[src/rtl/perf_counter_bank_pkg.sv]
// Shared types and limits for the performance-counter bank.
// This file holds the mode enum, the channel limit and the select-width helper.
package perf_types;

  typedef enum logic {
    PERF_ONESHOT = 1'b0,
    PERF_CONT    = 1'b1
  } perf_mode_t;

  localparam int PERF_MAX_CH = 16;

  // Select width for a channel count. It never drops below 1 bit, so NUM_CH = 1 still has a port.
  function automatic int perf_sel_width(input int num_ch);
    return (num_ch > 1) ? $clog2(num_ch) : 1;
  endfunction

endpackage

[src/rtl/perf_counter_bank_if.sv]
// Config-write and debug-read bus of the performance-counter bank.
// The master drives config and read select. The slave returns the registered read data.
interface perf_counter_bank_if
  import perf_types::*;
#(
  parameter int NUM_CH    = 4,
  parameter int CNT_WIDTH = 16,
  parameter int RUN_WIDTH = 4
) ();
  localparam int SEL_W = perf_sel_width(NUM_CH);

  logic                 cfg_we;
  logic [SEL_W-1:0]     cfg_sel;
  logic [RUN_WIDTH-1:0] cfg_thresh;
  perf_mode_t           cfg_mode;
  logic [SEL_W-1:0]     rd_sel;
  logic [CNT_WIDTH-1:0] rd_count;
  logic                 rd_ovf;

  modport master (
    output cfg_we, cfg_sel, cfg_thresh, cfg_mode, rd_sel,
    input  rd_count, rd_ovf
  );

  modport slave (
    input  cfg_we, cfg_sel, cfg_thresh, cfg_mode, rd_sel,
    output rd_count, rd_ovf
  );
endinterface

[src/rtl/perf_counter_bank_channel.sv]
// One performance-counter channel: run tracking, threshold hit, saturating count and sticky overflow.
module perf_channel
  import perf_types::*;
#(
  parameter int CNT_WIDTH = 16,
  parameter int RUN_WIDTH = 4
) (
  input  logic                 clk,
  input  logic                 reset,
  input  logic                 event_i,
  input  logic                 freeze_i,
  input  logic                 clear_i,
  input  logic                 cfg_we,
  input  logic [RUN_WIDTH-1:0] cfg_thresh,
  input  perf_mode_t           cfg_mode,
  output logic [CNT_WIDTH-1:0] count,
  output logic                 ovf,
  output logic                 inc
);
  logic [RUN_WIDTH-1:0] run_r;
  logic                 fired_r;
  logic [CNT_WIDTH-1:0] count_r;
  logic                 ovf_r;
  logic [RUN_WIDTH-1:0] thresh_r;
  perf_mode_t           mode_r;

  logic hit_s;
  logic inc_s;
  logic sat_s;

  // Hit and increment qualification. A frozen hit is not an increment, so it never arms fired.
  always_comb begin
    hit_s = event_i && (run_r == thresh_r);
    inc_s = hit_s && ((mode_r == PERF_CONT) || !fired_r) && !freeze_i;
    sat_s = &count_r;
  end

  // Channel state and config registers; clear outranks increment but keeps config
  always_ff @(posedge clk) begin
    if (reset) begin
      run_r    <= {RUN_WIDTH{1'b0}};
      fired_r  <= 1'b0;
      count_r  <= {CNT_WIDTH{1'b0}};
      ovf_r    <= 1'b0;
      thresh_r <= {RUN_WIDTH{1'b0}};
      mode_r   <= PERF_ONESHOT;
    end else begin
      if (cfg_we) begin
        thresh_r <= cfg_thresh;
        mode_r   <= cfg_mode;
      end
      if (clear_i) begin
        run_r   <= {RUN_WIDTH{1'b0}};
        fired_r <= 1'b0;
        count_r <= {CNT_WIDTH{1'b0}};
        ovf_r   <= 1'b0;
      end else begin
        if (!event_i) begin
          run_r   <= {RUN_WIDTH{1'b0}};
          fired_r <= 1'b0;
        end else if (run_r != thresh_r) begin
          run_r <= run_r + {{(RUN_WIDTH-1){1'b0}}, 1'b1};
        end
        if (inc_s) begin
          fired_r <= 1'b1;
          if (sat_s) begin
            ovf_r <= 1'b1;
          end else begin
            count_r <= count_r + {{(CNT_WIDTH-1){1'b0}}, 1'b1};
          end
        end
      end
    end
  end

  assign count = count_r;
  assign ovf   = ovf_r;
  // Reported only when the count really advances (not saturated, not cleared)
  assign inc   = inc_s && !sat_s && !clear_i;
endmodule

[src/rtl/perf_counter_bank.sv]
// Bank of NUM_CH thresholded event counters with a config decode and a registered debug read port.
module perf_counter_bank
  import perf_types::*;
#(
  parameter int NUM_CH    = 4,
  parameter int CNT_WIDTH = 16,
  parameter int RUN_WIDTH = 4
) (
  input  logic                clk,
  input  logic                reset,
  input  logic [NUM_CH-1:0]   event_i,
  input  logic                freeze_i,
  input  logic [NUM_CH-1:0]   clear_i,
  perf_counter_bank_if.slave  bus,
  output logic                ovf_any,
  output logic [NUM_CH-1:0]   active
);
  localparam int SEL_W = perf_sel_width(NUM_CH);

  logic [NUM_CH-1:0]    cfg_hit_s;
  logic [NUM_CH-1:0]    inc_s;
  logic [NUM_CH-1:0]    ovf_s;
  logic [CNT_WIDTH-1:0] count_s [NUM_CH];

  logic [CNT_WIDTH-1:0] rd_count_s;
  logic                 rd_ovf_s;
  logic [CNT_WIDTH-1:0] rd_count_r;
  logic                 rd_ovf_r;
  logic                 ovf_any_r;
  logic [NUM_CH-1:0]    active_r;

  // An out-of-range cfg_sel matches no channel, so the write is dropped
  for (genvar ch = 0; ch < NUM_CH; ch++) begin : g_ch
    assign cfg_hit_s[ch] = bus.cfg_we && (bus.cfg_sel == SEL_W'(ch));

    perf_channel #(
      .CNT_WIDTH (CNT_WIDTH),
      .RUN_WIDTH (RUN_WIDTH)
    ) u_channel (
      .clk        (clk),
      .reset      (reset),
      .event_i    (event_i[ch]),
      .freeze_i   (freeze_i),
      .clear_i    (clear_i[ch]),
      .cfg_we     (cfg_hit_s[ch]),
      .cfg_thresh (bus.cfg_thresh),
      .cfg_mode   (bus.cfg_mode),
      .count      (count_s[ch]),
      .ovf        (ovf_s[ch]),
      .inc        (inc_s[ch])
    );
  end

  // Read mux; out-of-range selects read as zero
  always_comb begin
    rd_count_s = {CNT_WIDTH{1'b0}};
    rd_ovf_s   = 1'b0;
    if (int'(bus.rd_sel) < NUM_CH) begin
      rd_count_s = count_s[bus.rd_sel];
      rd_ovf_s   = ovf_s[bus.rd_sel];
    end else begin
      rd_count_s = {CNT_WIDTH{1'b0}};
      rd_ovf_s   = 1'b0;
    end
  end

  // Output registers: read data, overflow summary and per-channel activity pulses
  always_ff @(posedge clk) begin
    if (reset) begin
      rd_count_r <= {CNT_WIDTH{1'b0}};
      rd_ovf_r   <= 1'b0;
      ovf_any_r  <= 1'b0;
      active_r   <= {NUM_CH{1'b0}};
    end else begin
      rd_count_r <= rd_count_s;
      rd_ovf_r   <= rd_ovf_s;
      ovf_any_r  <= |ovf_s;
      active_r   <= inc_s;
    end
  end

  assign bus.rd_count = rd_count_r;
  assign bus.rd_ovf   = rd_ovf_r;
  assign ovf_any      = ovf_any_r;
  assign active       = active_r;
endmodule

[src/flat_wrapper.sv]
// flat-port wrapper written by rule: the top's interface ports become plain ports
module perf_counter_bank_flat import perf_types::*;
#(
  parameter int NUM_CH    = 4,
  parameter int CNT_WIDTH = 16,
  parameter int RUN_WIDTH = 4
)
  (clk, reset, event_i, freeze_i, clear_i, ovf_any, active, bus_cfg_we, bus_cfg_sel, bus_cfg_thresh, bus_cfg_mode, bus_rd_sel, bus_rd_count, bus_rd_ovf);
  perf_counter_bank_if #(.NUM_CH(NUM_CH), .CNT_WIDTH(CNT_WIDTH), .RUN_WIDTH(RUN_WIDTH)) bus_i ();
  input  logic clk;
  input  logic reset;
  input  logic [NUM_CH-1:0] event_i;
  input  logic freeze_i;
  input  logic [NUM_CH-1:0] clear_i;
  output logic ovf_any;
  output logic [NUM_CH-1:0] active;
  input wire logic [$bits(bus_i.cfg_we)-1:0] bus_cfg_we;
  input wire logic [$bits(bus_i.cfg_sel)-1:0] bus_cfg_sel;
  input wire logic [$bits(bus_i.cfg_thresh)-1:0] bus_cfg_thresh;
  input wire logic [$bits(bus_i.cfg_mode)-1:0] bus_cfg_mode;
  input wire logic [$bits(bus_i.rd_sel)-1:0] bus_rd_sel;
  output wire logic [$bits(bus_i.rd_count)-1:0] bus_rd_count;
  output wire logic [$bits(bus_i.rd_ovf)-1:0] bus_rd_ovf;
  assign bus_i.cfg_we = bus_cfg_we;
  assign bus_i.cfg_sel = bus_cfg_sel;
  assign bus_i.cfg_thresh = bus_cfg_thresh;
  assign bus_i.cfg_mode = bus_cfg_mode;
  assign bus_i.rd_sel = bus_rd_sel;
  assign bus_rd_count = bus_i.rd_count;
  assign bus_rd_ovf = bus_i.rd_ovf;
  perf_counter_bank #(.NUM_CH(NUM_CH), .CNT_WIDTH(CNT_WIDTH), .RUN_WIDTH(RUN_WIDTH)) u_core (.clk(clk), .reset(reset), .event_i(event_i), .freeze_i(freeze_i), .clear_i(clear_i), .bus(bus_i), .ovf_any(ovf_any), .active(active));
endmodule
[config.mk]
export PLATFORM = sky130hd
export DESIGN_NAME = perf_counter_bank_flat
export DESIGN_NICKNAME = d
export VERILOG_FILES = /design/src/rtl/perf_counter_bank_pkg.sv /design/src/rtl/perf_counter_bank_if.sv /design/src/rtl/perf_counter_bank_channel.sv /design/src/rtl/perf_counter_bank.sv /design/src/flat_wrapper.sv
export SDC_FILE = /design/constraint.sdc
export NUM_CORES = 1
export LEC_CHECK = 0
export ABC_AREA = 1
export CORE_MARGIN = 4
export CORE_UTILIZATION = 52
export CTS_CLUSTER_DIAMETER = 100
export DETAILED_ROUTE_END_ITERATION = 10
export GPL_ROUTABILITY_DRIVEN = 0
export PLACE_DENSITY = 0.68
export SETUP_SLACK_MARGIN = 0.15
export SYNTH_ARGS = -nofsm -noshare
export SYNTH_HDL_FRONTEND = slang
export SYNTH_SLANG_ARGS = --single-unit
[constraint.sdc]
create_clock -name clk -period 4.2 [get_ports clk]
set_clock_uncertainty 0.2 [all_clocks]
set_input_delay 0.84 -clock clk [delete_from_list [all_inputs] [get_ports clk]]
set_output_delay 0.84 -clock clk [all_outputs]
set_load 0.005 [all_outputs]
==> metrics.csv, run 1 <==
stage;metric;value;unit
worst_setup_path;Worst R2R End;u_core.g_ch[0].u_channel.count[3];
worst_setup_path;r2r setup slk;2010;ps
global_routing;vias in the first global route;5882;
run;max-cap violations;0;
worst_setup_path;worst path arrival time;2610;ps
sta;setup violators final;0;
yosys;Mapped Cells;1053;
finish;share of cells above drive strength 1;8.084;%
floorplan;chip height;123.1;um
min_path;type of the worst min-delay path;reg2reg;
finish;commonest cells after routing, fill and taps aside;299 x nand2_1, 130 x nor2_1, 130 x dfxtp_1;
clock_network;CTS tree;built;
sta;unrepaired setup endpoints after global routing;no;
worst_setup_path;Worst EP required;4350;ps
worst_setup_path;worst path cell trace;clkdlybuf4s50_1, buf_4, nor2_1, inv_1, o22ai_1;
finish;most common cell after layout, fill and taps aside;nand2_1;
global_routing;total grt overflow;0;
power_and_ir_drop;VDD IR max;0.0002789;V
clock_network;Post-CTS Setup Inserts;0;
routing;vias per cell;5.122;
worst_setup_path;Worst Setup Path Type;in2reg;
floorplan;starting density of the core;53.89;%
sta;max-slew violations;0;
min_path;worst hold path cell count;2;
placement;Post-DP HPWL;12750;um
worst_setup_path;Crit Path Max Fanout;23;
floorplan;total core area;0.01277;sq mm
routing;DR vias;6520;
sta;worst slew pin tran;666.2;ps
worst_setup_path;Crit path largest cell delay;440;ps
outcome;status;finished, final reports clean;
floorplan;Die Area;0.01514;sq mm
routing;DRT Pass-1 Iters;5;
clock_network;Reg clk slew, reported paths;60;ps
worst_setup_path;RR Startpoint;u_core.g_ch[0].u_channel.count[0];
routing;routed len/inst;13.80;um
worst_setup_path;crit start category;input port;
sta;Worst slew margin;55.54;%
finish;FILL cells;1169;
sta;maximum clock frequency;0.4066;GHz
finish;Layout area overhead;17.08;%
clock_network;Resize count post-CTS;0;
floorplan;# rows;41;
yosys;Post-Syn Nets;1082;
clock_network;hold-fix buffers at CTS;0;
finish;Final Non-Filler Cells;1273;
placement;number of port buffers;42;
finish;nets@finish;1117;
min_path;Hold Path Origin;u_core.g_ch[1].u_channel.mode_r;
clock_network;TritonCTS Buffers;17;
routing;Detail Route Antenna Nets;0;
yosys;asr flop ratio synth;0;%
sta;final setup TNS;0;ps
clock_network;maximum clock path buffer count;2;
yosys;predominant post-synthesis flop cell;dfxtp_1;
clock_network;Clock Root Buffer;clkbuf_16;
clock_network;Clock Latency Late Sink;420;ps
yosys;Yosys cell types;29;
yosys;flops & latches, synth;130;
yosys;post-synthesis sequential area ratio;37.80;%
placement;Post-Place Cells;1241;
sta;Final period util;58.55;%
routing;final wirelength;17570;um
worst_setup_path;crit path buf inv count;3;
power_and_ir_drop;leakage power total;2.813;nW
power_and_ir_drop;PD cells;396.9;mW/mm^2
global_routing;largest net degree at the start of global routing;36;
floorplan;I/O pin cnt;43;
yosys;synthesized cell area;0.006884;sq mm
worst_setup_path;CP Capture Type;register;
worst_setup_path;Worst R2R Path Depth;8;
sta;final hold violation count;0;
min_path;Worst Hold End;u_core.g_ch[1].u_channel.mode_r;
global_routing;GRT Total Usage;24.57;%
yosys;Avg Cell Area, Syn;6.538;sq um
clock_network;H-tree Lvls;4;
routing;DRC;0;
finish;# diodes;0;
worst_setup_path;cell family with most CP delay;buffers and inverters;
worst_setup_path;Critical-path top delay cell;inv_1;
yosys;number of synthesized flops with an enable pin;0;
floorplan;die width;123.1;um
yosys;synth warn;0;
global_routing;initial antenna violation count;0;
sta;Min Clock Period, post-route;2459;ps
clock_network;CTS sink count;130;
power_and_ir_drop;Final Power;3.199;mW
global_routing;first-pass GRT wire length;29260;um
routing;initial DRC count;654;
[cell usage after synthesis, types with 2 or more instances]
library cell | count | area share, %
a21oi_2 | 6 | 0.76
nand2_1 | 299 | 16
o22ai_1 | 4 | 0.36
buf_1 | 3 | 0.16
inv_1 | 90 | 4.9
nor3_1 | 13 | 0.95
buf_2 | 3 | 0.22
clkbuf_1 | 15 | 0.82
ha_1 | 8 | 1.5
nand3_2 | 2 | 0.29
buf_6 | 3 | 0.49
nor2_4 | 7 | 1.1
nand4_1 | 19 | 1.7
o21ai_0 | 71 | 5.2
inv_2 | 15 | 0.82
o21ai_1 | 10 | 0.73
nor2_2 | 15 | 1.4
dfxtp_1 | 130 | 38
buf_4 | 5 | 0.55
xnor2_1 | 6 | 0.76
nand2_2 | 7 | 0.64
nand2_4 | 3 | 0.49
a21oi_1 | 121 | 8.8
nand3_1 | 43 | 3.1
xor2_1 | 22 | 2.8
nor2_1 | 130 | 7.1
[state kept, by name (all words and copies together) (netlist names)]
name                            flops
u_core.g_ch.u_channel.count        64
u_core.bus.rd_count                16
u_core.g_ch.u_channel.run_r        16
u_core.g_ch.u_channel.thresh_r     16
u_core.active                       4
u_core.g_ch.u_channel.fired_r       4
u_core.g_ch.u_channel.mode_r        4
u_core.g_ch.u_channel.ovf           4
u_core.bus.rd_ovf                   1
u_core.ovf_any                      1
[worst max path at each step]
stage,start,to,slack [ps],cells after the start
final,reset,u_core.g_ch[0].u_channel.ovf,1740,5
after global routing,freeze_i,u_core.g_ch[2].u_channel.count[9],1560,8
after CTS,reset,u_core.g_ch[0].u_channel.ovf,1710,5
after detailed placement,reset,u_core.g_ch[0].u_channel.ovf,1270,5
after global placement,reset,u_core.g_ch[0].u_channel.ovf,1270,5
after floorplan,bus_rd_sel[1],u_core.bus.rd_count[10],2240,6
[worst register-to-register path: stages, from the launching register on]
cell and delay, ps:
dfxtp_1 380, ha_1 290, nand2_1 150, nor2_4 80
nand2_2 90, nor2_1 70, nor2_2 510, nand2_1 180
a21oi_2 170
[metrics by stage]
step	hold WS, ps	setup WS, ps	area (sq um)	util, %
after global placement	244.3	1275	7388	57.84
after detailed placement	243.0	1267	7388	57.84
after global routing	268.3	1562	8060	63.10
final	249.6	1741	8060	63.10
after floorplan	224.0	2238	6884	-
after CTS	253.1	1709	8060	63.10
[area by class of cell]
cell class	instances	area, sq um	share of cell area (%)
multi-input combinational	788	3730	46.27
sequential	130	2603	32.29
clock buffer	23	498.0	6.178
tap	172	215.2	2.670
timing repair buffer	45	442.9	5.495
inverter	106	397.9	4.936
clock inverter	9	173.9	2.158
[routing by layer]
layer,part of all wire [%],wire (um),track usage [%]
met5,0,0,0
met2,46,8024,39.15
met1,50,8699,34.46
met4,0.67,117,5.260
met3,4.1,724,5.215
[kinds of logic (layout without fill, tap and decap cells)]
kind of cell / Yosys count / count (layout) / share of synthesized area [%]
compound gates: 214 / 214 / 16.05
fa+ha+maj: 8 / 8 / 1.454
simple gates: 538 / 538 / 33.12
xor+xnor: 28 / 28 / 3.562
buf+inv: 135 / 183 / 8.015
flops: 130 / 130 / 37.80
[power breakdown]
part	total (mW)	internal (mW)	switching (mW)
combinational	0.235	0.0800	0.155
clock	1.69	1.13	0.556
sequential	1.28	1.26	0.0170
total	3.20	2.47	0.728
No activity file was read; power rests on OpenSTA's default activity.
==> inputs of run 2 (changes only) <==
--- a/config.mk
+++ b/config.mk
@@ -11,7 +11,7 @@
 export CTS_CLUSTER_DIAMETER = 100
 export DETAILED_ROUTE_END_ITERATION = 10
 export GPL_ROUTABILITY_DRIVEN = 0
-export PLACE_DENSITY = 0.68
+export PLACE_DENSITY = 0.71
 export SETUP_SLACK_MARGIN = 0.15
 export SYNTH_ARGS = -nofsm -noshare
 export SYNTH_HDL_FRONTEND = slang
==> constraint.sdc (replaced) <==
create_clock -name clk -period 2.11 [get_ports clk]
set_clock_uncertainty 0.2 [all_clocks]
set_input_delay 0.422 -clock clk [delete_from_list [all_inputs] [get_ports clk]]
set_output_delay 0.422 -clock clk [all_outputs]
set_load 0.005 [all_outputs]
==> metrics.csv, run 2 (same netlist as run 1, synthesis figures left out) <==
stage;metric;value;unit
worst_setup_path;Critical-path top delay cell;clkdlybuf4s50_1;
routing;initial DRC count;562;
clock_network;TritonCTS Buffers;17;
placement;pre-CTS setup slack;-60.66;ps
power_and_ir_drop;PD cells;714.5;mW/mm^2
sta;final setup TNS;0;ps
routing;Detail Route Antenna Nets;0;
placement;number of port buffers;42;
power_and_ir_drop;leakage power total;2.976;nW
finish;FILL cells;1179;
floorplan;total core area;0.01277;sq mm
sta;Final period util;89.00;%
routing;routed len/inst;13.37;um
worst_setup_path;r2r setup slk;240;ps
floorplan;die width;123.1;um
sta;Min Clock Period, post-route;1878;ps
worst_setup_path;crit start category;register;
worst_setup_path;cell family with most CP delay;buffers and inverters;
finish;Layout area overhead;21.36;%
run;max-cap violations;0;
clock_network;Clock Root Buffer;clkbuf_16;
routing;final wirelength;17560;um
routing;DR vias;6763;
worst_setup_path;Worst R2R End;u_core.g_ch[1].u_channel.count[0];
sta;unrepaired setup endpoints after global routing;yes;
sta;worst slew pin tran;496.7;ps
global_routing;total grt overflow;0;
sta;maximum clock frequency;0.5325;GHz
finish;# diodes;0;
finish;most common cell after layout, fill and taps aside;nand2_1;
routing;DRC;0;
worst_setup_path;Worst EP required;1490;ps
floorplan;chip height;123.1;um
routing;vias per cell;5.151;
min_path;worst hold path cell count;2;
worst_setup_path;RR Startpoint;u_core.g_ch[1].u_channel.count[0];
clock_network;H-tree Lvls;4;
global_routing;largest net degree at the start of global routing;21;
worst_setup_path;Worst Setup Path Type;reg2out;
floorplan;starting density of the core;53.89;%
finish;Final Non-Filler Cells;1313;
finish;Largest register FFs;64;
sta;max-slew violations;0;
power_and_ir_drop;Final Power;5.969;mW
worst_setup_path;Crit path largest cell delay;500;ps
finish;nets@finish;1157;
sta;final hold slack;257.8;ps
sta;PnR worst setup slack;232.1;ps
floorplan;# rows;41;
floorplan;Die Area;0.01514;sq mm
global_routing;first-pass GRT wire length;29060;um
clock_network;CTS tree;built;
finish;Design Area, Final;0.008354;sq mm
clock_network;CTS sink count;130;
min_path;Hold Path Origin;u_core.g_ch[3].u_channel.mode_r;
placement;Area after DPL;0.007711;sq mm
clock_network;maximum clock path buffer count;2;
clock_network;Reg clk slew, reported paths;60;ps
finish;commonest cells after routing, fill and taps aside;297 x nand2_1, 129 x nor2_1, 124 x dfxtp_1;
clock_network;Clock Latency Late Sink;420;ps
worst_setup_path;worst path cell trace;clkdlybuf4s50_1;
finish;post-layout util;65.40;%
global_routing;vias in the first global route;6022;
global_routing;GRT Total Usage;24.47;%
placement;Post-DP HPWL;13080;um
worst_setup_path;Worst R2R Path Depth;9;
min_path;Worst Hold End;u_core.g_ch[3].u_channel.mode_r;
worst_setup_path;worst path arrival time;1260;ps
sta;Worst slew margin;66.76;%
floorplan;I/O pin cnt;43;
placement;Post-Place Cells;1279;
worst_setup_path;crit path buf inv count;1;
sta;final hold violation count;0;
clock_network;hold-fix buffers at CTS;0;
sta;setup violators final;0;
global_routing;initial antenna violation count;0;
finish;share of cells above drive strength 1;12.27;%
routing;DRT Pass-1 Iters;5;
min_path;type of the worst min-delay path;reg2reg;
worst_setup_path;Crit Path Max Fanout;1;
outcome;status;finished, final reports clean;
worst_setup_path;CP Capture Type;primary output;
power_and_ir_drop;VDD IR max;0.0005602;V
## run 2: what timing repair did
item | 4_1_cts | 5_1_grt
gates resized for setup | 1 | 17
setup endpoints to repair | 1 | 59
pin swaps | 0 | 3
buffers inserted | 0 | 2
## run 2: how the worst max path moves through the flow
| stage | start | end | cells after the start |
|---|---|---|---|
| 6_report | u_core.bus.rd_count[1] | bus_rd_count[1] | 1 |
| 5_1_grt | u_core.g_ch[2].u_channel.run_r[0] | u_core.g_ch[2].u_channel.count[12] | 9 |
| 4_1_cts | u_core.g_ch[0].u_channel.count[1] | u_core.g_ch[0].u_channel.count[1] | 9 |
| 3_5_place_dp | freeze_i | u_core.g_ch[1].u_channel.count[8] | 9 |
| 3_3_place_gp | freeze_i | u_core.g_ch[3].u_channel.count[1] | 9 |
| 2_1_floorplan | u_core.g_ch[0].u_channel.count[0] | u_core.g_ch[0].u_channel.count[5] | 10 |
## run 2: where the power goes
group	leakage (nW)	total [mW]	internal [mW]	switching, mW
Sequential	1.06	2.54	2.51	0.0313
Clock	0.277	2.90	1.79	1.11
Combinational	1.64	0.529	0.203	0.326
Total	2.98	5.97	4.51	1.46
## run 2: cell type report
cell class              instances  area (sq um)  share of cell area (%)
well taps                     172         215.2                   2.576
inverters                     106         397.9                   4.763
flip-flops and latches        130          2613                   31.27
repair buffers                 85         780.7                   9.346
clock buffers                  19         452.9                   5.422
clock inverters                13         135.1                   1.617
multi-input cells             788          3760                   45.01
## run 2: layer usage
layer / global-route usage [%] / share of wire [%] / vias up
met4: 7.128 / 1.3 / 0
met2: 38.16 / 46 / 128
met3: 4.986 / 4.3 / 20
met5: 0 / 0 / -
li1: - / - / 3548
met1: 34.39 / 48 / 3067
==> inputs of run 3 (changes only) <==
--- a/config.mk
+++ b/config.mk
@@ -6,12 +6,14 @@
 export NUM_CORES = 1
 export LEC_CHECK = 0
 export ABC_AREA = 1
+export CELL_PAD_IN_SITES_DETAIL_PLACEMENT = 1
+export CELL_PAD_IN_SITES_GLOBAL_PLACEMENT = 1
 export CORE_MARGIN = 4
-export CORE_UTILIZATION = 52
+export CORE_UTILIZATION = 38
 export CTS_CLUSTER_DIAMETER = 100
 export DETAILED_ROUTE_END_ITERATION = 10
 export GPL_ROUTABILITY_DRIVEN = 0
-export PLACE_DENSITY = 0.71
+export PLACE_DENSITY = 0.72
 export SETUP_SLACK_MARGIN = 0.15
 export SYNTH_ARGS = -nofsm -noshare
 export SYNTH_HDL_FRONTEND = slang
==> metrics.csv, run 3 (same netlist as run 1, synthesis figures left out) <==
stage;metric;value;unit
worst_setup_path;r2r setup slk;220;ps
global_routing;largest net degree at the start of global routing;35;
clock_network;H-tree Lvls;4;
worst_setup_path;Crit Path Max Fanout;9;
clock_network;CTS tree;built;
floorplan;Die Area;0.02033;sq mm
routing;initial DRC count;274;
sta;Final period util;89.42;%
outcome;status;finished, final reports clean;
sta;setup violators final;0;
finish;most common cell after layout, fill and taps aside;nand2_1;
global_routing;total grt overflow;0;
worst_setup_path;Worst R2R End;u_core.g_ch[1].u_channel.count[2];
min_path;type of the worst min-delay path;reg2reg;
routing;vias per cell;5.064;
routing;Detail Route Antenna Nets;0;
sta;final hold violation count;0;
sta;maximum clock frequency;0.5300;GHz
placement;number of port buffers;42;
routing;final wirelength;21630;um
global_routing;first-pass GRT wire length;34910;um
min_path;Hold Path Origin;u_core.g_ch[1].u_channel.mode_r;
finish;share of cells above drive strength 1;13.08;%
floorplan;I/O pin cnt;43;
clock_network;CTS sink count;130;
sta;Min Clock Period, post-route;1887;ps
worst_setup_path;worst path arrival time;2040;ps
placement;Post-DP HPWL;16560;um
routing;DRC;0;
sta;Worst slew margin;60.58;%
placement;Post-Place Cells;1343;
finish;Final Non-Filler Cells;1379;
worst_setup_path;Worst EP required;2260;ps
clock_network;Clock Latency Late Sink;420;ps
sta;worst slew pin tran;589.1;ps
worst_setup_path;CP Capture Type;register;
global_routing;initial antenna violation count;0;
power_and_ir_drop;leakage power total;3.041;nW
finish;commonest cells after routing, fill and taps aside;298 x nand2_1, 129 x nor2_1, 125 x dfxtp_1;
sta;PnR worst setup slack;223.3;ps
finish;# diodes;0;
finish;post-layout util;48.59;%
floorplan;die width;142.6;um
finish;Largest register FFs;64;
worst_setup_path;Worst Setup Path Type;reg2reg;
placement;pre-CTS setup slack;-149.6;ps
sta;unrepaired setup endpoints after global routing;no;
sta;max-slew violations;0;
routing;routed len/inst;15.69;um
worst_setup_path;Worst R2R Path Depth;10;
min_path;worst hold path cell count;2;
global_routing;GRT Total Usage;21.61;%
finish;nets@finish;1170;
finish;Layout area overhead;23.79;%
global_routing;vias in the first global route;7007;
floorplan;chip height;142.6;um
routing;DR vias;6983;
floorplan;starting density of the core;39.26;%
min_path;Worst Hold End;u_core.g_ch[1].u_channel.mode_r;
floorplan;total core area;0.01754;sq mm
power_and_ir_drop;VDD IR max;0.0009035;V
worst_setup_path;RR Startpoint;u_core.g_ch[1].u_channel.count[0];
worst_setup_path;crit start category;register;
clock_network;Clock Root Buffer;clkbuf_16;
run;max-cap violations;0;
floorplan;# rows;48;
routing;DRT Pass-1 Iters;5;
clock_network;Reg clk slew, reported paths;60;ps
clock_network;TritonCTS Buffers;17;
power_and_ir_drop;PD cells;702.2;mW/mm^2
clock_network;maximum clock path buffer count;2;
## run 3: layout make-up
class                   count  area [sq um]
fillers                  2322          9015
flip-flops and latches    130          2614
clock buffers              19         442.9
multi-input cells         788          3767
clock inverters            13         127.6
well taps                 225         281.5
repair buffers             98         890.9
inverters                 106         397.9
## run 3: per-stage QoR
stage          instance area (sq um)  power, mW  hold WS [ps]  setup TNS [ps]
3_3_place_gp                    7873      3.152         241.1           -2137
5_1_grt                         8522      6.224         289.0               0
2_1_floorplan                   6884      2.901         224.0               0
3_5_place_dp                    7873      3.164         254.1           -5188
4_1_cts                         8448      6.043         264.6               0
6_report                        8522      5.984         262.4               0
## run 3: metal layers
metal	wire length [um]	track usage, %	part of all wire (%)
met5	0	0	0
met4	386	6.503	1.8
met3	540	3.931	2.5
met2	10280	35.68	48
met1	10420	28.82	48
## run 3: worst max-delay path by stage
stage / slack (ps) / startpoint / to / cells after the start
after global routing: 110 / u_core.g_ch[2].u_channel.count[1] / u_core.g_ch[2].u_channel.count[11] / 9
final: 220 / u_core.g_ch[1].u_channel.count[0] / u_core.g_ch[1].u_channel.count[2] / 10
after floorplan: 350 / u_core.g_ch[0].u_channel.count[0] / u_core.g_ch[0].u_channel.count[5] / 10
after detailed placement: -150 / freeze_i / u_core.g_ch[1].u_channel.count[13] / 10
after global placement: -130 / freeze_i / u_core.g_ch[1].u_channel.count[0] / 10
after CTS: 140 / u_core.g_ch[1].u_channel.count[0] / u_core.g_ch[1].u_channel.count[2] / 10
## run 3: report_power, final
part	internal [mW]	switching [mW]	total (mW)
combinational	0.226	0.352	0.578
clock	1.67	1.20	2.87
sequential	2.51	0.0317	2.54
total	4.40	1.58	5.98
## run 3: timing repair
| item | in CTS | in global routing |
|---|---|---|
| pin swaps | 0 | 5 |
| gates resized for setup | 3 | 14 |
| endpoints found under the setup margin | 19 | 46 |
| buffers inserted | 0 | 4 |
| endpoints found under the hold margin | 0 | 0 |
| hold buffers | 0 | 0 |
## run 3: worst max-delay path, stage by stage (launching register included)
cell and delay [ps]:
dfxtp_4 380, ha_2 210, nand2_2 90, nor2_4 150
nand3_2 130, nor2_4 170, nor2_4 60, buf_4 160
nand2_1 80, nand2_1 50, nor2_1 130
